===== config.mk =====
export PLATFORM = sky130hd
export DESIGN_NAME = chroni_vram_arbiter
export DESIGN_NICKNAME = d
export VERILOG_FILES = /design/src/rtl/chroni_pkg.sv /design/src/rtl/chroni_vram_arbiter.sv
export SDC_FILE = /design/constraint.sdc
export NUM_CORES = 1
export LEC_CHECK = 0
export ABC_AREA = 1
export CORE_MARGIN = 10
export CORE_UTILIZATION = 30
export DETAILED_ROUTE_END_ITERATION = 8
export DONT_BUFFER_PORTS = 1
export GPL_TIMING_DRIVEN = 0
export MAX_ROUTING_LAYER = met4
export PLACE_DENSITY = 0.52
export SLEW_MARGIN = 40
export SYNTH_ARGS = -nofsm -noshare
export SYNTH_HDL_FRONTEND = slang
export SYNTH_SLANG_ARGS = --single-unit

===== constraint.sdc =====
create_clock -name vga_clk -period 1.7 [get_ports vga_clk]
set_clock_uncertainty 0.2 [all_clocks]
set_input_delay 0.51 -clock vga_clk [delete_from_list [all_inputs] [get_ports vga_clk]]
set_output_delay 0.51 -clock vga_clk [all_outputs]
set_load 0.1 [all_outputs]

===== src/rtl/chroni_pkg.sv =====
// Shared definitions for the chroni VRAM arbiter: bus widths, FSM encoding, grant kinds.
package chroni_pkg;

    localparam int VRAM_ADDR_W = 21;
    localparam int VRAM_DATA_W = 8;
    localparam int VID_OFS_W   = 13;
    localparam int VID_PAGE_W  = VRAM_ADDR_W - VID_OFS_W;

    localparam logic [2:0] ST_IDLE  = 3'd0;
    localparam logic [2:0] ST_ISSUE = 3'd1;
    localparam logic [2:0] ST_WAIT  = 3'd2;
    localparam logic [2:0] ST_RESP  = 3'd3;
    localparam logic [2:0] ST_GAP   = 3'd4;

    typedef enum logic [1:0] {
        GNT_VID    = 2'd0,
        GNT_CPU_RD = 2'd1,
        GNT_CPU_WR = 2'd2
    } grant_t;

endpackage


===== src/rtl/chroni_vram_arbiter.sv =====
// Single-port VRAM arbiter: chroni video reads (priority) and CPU read/write,
// one operation in flight against a fixed-latency synchronous VRAM.
module chroni_vram_arbiter
    import chroni_pkg::*;
#(
    parameter int MEM_LATENCY  = 2,
    parameter int CPU_MAX_WAIT = 4
) (
    input  logic                   vga_clk,
    input  logic                   reset_n,
    input  logic [VID_OFS_W-1:0]   vid_addr,
    input  logic [VID_PAGE_W-1:0]  vid_page,
    input  logic                   vid_rd_req,
    output logic                   vid_rd_ack,
    output logic [VRAM_DATA_W-1:0] vid_data,
    input  logic [VRAM_ADDR_W-1:0] cpu_addr,
    input  logic [VRAM_DATA_W-1:0] cpu_wdata,
    input  logic                   cpu_re,
    input  logic                   cpu_we,
    output logic                   cpu_ack,
    output logic [VRAM_DATA_W-1:0] cpu_rdata,
    output logic [VRAM_ADDR_W-1:0] mem_addr,
    output logic [VRAM_DATA_W-1:0] mem_wdata,
    output logic                   mem_re,
    output logic                   mem_we,
    input  logic [VRAM_DATA_W-1:0] mem_rdata
);

    localparam logic [2:0] LAT_LOAD   = 3'(MEM_LATENCY - 1);
    localparam logic [2:0] MAX_WAIT_C = 3'(CPU_MAX_WAIT);

    logic [2:0] state;
    grant_t     grant;
    logic [2:0] lat_cnt;
    logic [2:0] starve_cnt;

    logic       cpu_req;
    logic       cpu_turn;
    logic       gnt_valid;
    grant_t     gnt_nx;

    assign cpu_req  = cpu_re | cpu_we;
    assign cpu_turn = cpu_req && (starve_cnt == MAX_WAIT_C);

    // Write beats read when the CPU raises both; the read stays pending.
    always_comb begin
        gnt_valid = 1'b1;
        gnt_nx    = GNT_VID;
        if (vid_rd_req && !cpu_turn)
            gnt_nx = GNT_VID;
        else if (cpu_we)
            gnt_nx = GNT_CPU_WR;
        else if (cpu_re)
            gnt_nx = GNT_CPU_RD;
        else
            gnt_valid = 1'b0;
    end

    always_ff @(posedge vga_clk or negedge reset_n) begin
        if (!reset_n) begin
            state      <= ST_IDLE;
            grant      <= GNT_VID;
            lat_cnt    <= '0;
            starve_cnt <= '0;
            mem_addr   <= '0;
            mem_wdata  <= '0;
            vid_data   <= '0;
            cpu_rdata  <= '0;
        end else begin
            case (state)
                // GAP is the bus-idle cycle after an ack; it arbitrates exactly
                // like IDLE so a held request restarts without a dead cycle.
                ST_IDLE, ST_GAP: begin
                    if (gnt_valid) begin
                        grant     <= gnt_nx;
                        mem_addr  <= (gnt_nx == GNT_VID) ? {vid_page, vid_addr} : cpu_addr;
                        mem_wdata <= cpu_wdata;
                        state     <= ST_ISSUE;
                    end else begin
                        state     <= ST_IDLE;
                    end
                    if (gnt_valid && gnt_nx == GNT_VID && cpu_req)
                        starve_cnt <= starve_cnt + 3'd1;
                    else
                        starve_cnt <= '0;
                end
                ST_ISSUE: begin
                    if (grant == GNT_CPU_WR) begin
                        state <= ST_RESP;
                    end else begin
                        lat_cnt <= LAT_LOAD;
                        state   <= ST_WAIT;
                    end
                end
                ST_WAIT: begin
                    if (lat_cnt == 3'd0) begin
                        if (grant == GNT_VID)
                            vid_data  <= mem_rdata;
                        else
                            cpu_rdata <= mem_rdata;
                        state <= ST_RESP;
                    end else begin
                        lat_cnt <= lat_cnt - 3'd1;
                    end
                end
                ST_RESP: state <= ST_GAP;
                default: state <= ST_IDLE;
            endcase
        end
    end

    assign mem_re     = (state == ST_ISSUE) && (grant != GNT_CPU_WR);
    assign mem_we     = (state == ST_ISSUE) && (grant == GNT_CPU_WR);
    assign vid_rd_ack = (state == ST_RESP)  && (grant == GNT_VID);
    assign cpu_ack    = (state == ST_RESP)  && (grant != GNT_VID);

endmodule


==> qor.txt <==
DIE WIDTH -> 117 um
vias per inst -> 4.41
Core Area -> 9240 sq um
Crit-path slowest cell -> nor2_4
final worst path period share -> 130%
Netlist Area Pre-Place -> 2850 sq um
routability cong. -> 0.794
max-cap violations -> 0
Routed Antenna Nets -> 0
first-pass GRT wire length -> 12600 um
worst skew pair latency -> 310 ps
DR vias -> 2278
drt first pass iters -> 4
FF+latch count, synth -> 56
Placed Area -> 3120 sq um
input/output buffers -> 0
sequential share of the synthesized area -> 49.2%
Critical Path, Cell by Cell -> nor2_4 > nand2_4 > nor2_4
Site Rows -> 35
vias in the first global route -> 2487
Synth top area share -> 49.2%
Final Hold Fails -> 56
critical path startpoint category -> register
unrepaired setup endpoints after global routing -> true
Diodes inserted -> 0
Die ar. -> 13800 sq um
drt drc -> 0
layout cell share with drive strength beyond 1 -> 34.4%
final hold slack -> -312 ps
Setup Viol. Count Final -> 4
largest net degree at the start of global routing -> 57
area grow syn2layout -> 24.9%
Final Util -> 38.5%
most frequent cell on the critical path -> nor2_4
Final min period -> 2220 ps
1st-iter DRT viols -> 104
failing checks -> hold timing, setup timing
CP Max Fanout -> 3
FMAX -> 451 MHz
routed len/inst -> 15.2 um
Max stage delay on crit path -> 520 ps
Clk pin slew, worst setup/hold paths -> 110 ps
CTS tree -> yes
Critical Setup Path Class -> reg -> out
warnings from Yosys -> 0
Area contributors post-synth -> dfrtp_1 (49%), nand2_1 (18%), inv_1 (9.1%), o21ai_2 (5.2%), nand3_1 (5.1%)
status -> finished, violations left
Synth Instances -> 362
Worst EP arrival -> 1510 ps
Clk Tree Root Cell -> clkbuf_8
fin. max-slew vios -> 0
family with the most delay on the worst path -> simple AND/OR/NAND/NOR gates
Starting Density -> 30.8%
leading area contributor after synthesis -> dfrtp_1
Relative slew margins -> 57.2%
synthesized area per cell -> 7.87 sq um
Worst setup EP type -> output pin
Die Y -> 117 um
Syn Nets -> 429
total clock buffers created by CTS -> 5
clock buffer depth -> 2
setup_tns -> -1970 ps
pre-CTS setup slack -> -272 ps
htree depth -> 2
Slew @ Worst Pin -> 640 ps
Worst Path Required -> 990 ps
clk sinks -> 56
final wirelength -> 7840 um
CP Buf/Inv Count -> 0
overall routing resource usage -> 11.4%
final worst slack -> -517 ps
post-detail-place hpwl -> 5700 um
Top-Level Pins -> 112
total gr overflow -> 0
Yosys cell types -> 24
Final Instance Area -> 3560 sq um
Nets -> 453
initial antenna violation count -> 0
hold crit path type -> in -> async
metrics by stage:
stage | hold WS (ps) | instances
global route | -349 | 516
floorplan | 14.4 | 362
detailed placement | 17.6 | 491
global placement | 17.6 | 491
CTS | -334 | 508
finish | -312 | 516
Yosys cell counts (all sizes together):
master  instances
nand3          33
nand4           3
clkinv          1
or2             1
a21o            1
xor2            1
ha              4
inv            72
o21ai          21
dfrtp          56
buf            12
nor2           12
nand2         144
a21oi           1
layer usage:
| layer | track usage, % | part of all wire (%) | up-vias |
|---|---|---|---|
| met3 | 4.36 | 8.5 | 5 |
| met5 | - | 0 | - |
| li1 | - | - | 1124 |
| met4 | 2.32 | 0.57 | 0 |
| met1 | 14.4 | 47 | 1060 |
| met2 | 16.9 | 43 | 89 |
area by class of cell:
cell class / instances / area (sq um)
Sequential cell: 56 / 1580
Tap cell: 129 / 161
Multi-Input combinational cell: 221 / 1190
Timing Repair Buffer: 17 / 131
Clock inverter: 2 / 35.0
Buffer: 12 / 109
Clock buffer: 6 / 72.6
Inverter: 73 / 285
Fill cell: 965 / 5680
worst paths after layout:
kind / slack (ps) / endpoint / start / cells past startpoint
hold / removal: -310 / grant[0] / reset_n / 0
setup / recovery: -520 / vid_rd_ack / state[2] / 3
max in group asynchronous: 1490 / mem_addr[15] / reset_n / 0
hold reg to reg: 290 / lat_cnt[1] / lat_cnt[1] / 2
min in group vga_clk: 110 / mem_wdata[1] / cpu_wdata[1] / 2
setup reg to reg: 70 / mem_addr[18] / starve_cnt[0] / 8
layout by cell type, fill, tap and decap left out, types with 2 or more instances in the layout:
master    netlist  layout
nand2_4         0       2
o21ai_2        17      17
inv_2           2       5
buf_4           0      18
nand3_4         3       4
dfrtp_1        56       7
nand3_1        29      28
nor2_1          9       3
o21ai_0         3       3
buf_2           7       3
dfrtp_4         0      45
nand4_1         3       3
ha_1            4       3
nor2_4          1       9
buf_6           5       8
nand2_2         4       5
dfrtp_2         0       4
clkbuf_8        0       5
inv_1          69      65
nand2_1       140     137
sequential cells by signal, summed over array words and instances (netlist names):
register,flops
grant,2
cpu_rdata,8
lat_cnt,3
starve_cnt,3
state,3
vid_data,8
mem_addr,21
mem_wdata,8
cell families (layout without fill, tap and decap cells):
| family | Yosys count | in the layout | synth area share, % |
|---|---|---|---|
| adders and majority gates | 4 | 4 | 1.76 |
| DFF | 56 | 56 | 49.2 |
| AOI/OAI and AO/OA | 23 | 23 | 6.36 |
| xor gates and xnor gates | 1 | 1 | 0.307 |
| and+or+nand+nor | 193 | 193 | 29.5 |
| buffers and inverters | 85 | 110 | 12.9 |
what timing repair did:
action / CTS / global route
resized for setup: 60 / 16
hold endpoints to repair: 56 / 56
setup endpoints to repair: 69 / 55
gates cloned: 0 / 2
pin swaps: 6 / 6
buffers inserted: 9 / 6
Power is not shown: default switching activity piles up to over one toggle a cycle in this logic, so the estimate is an artifact.
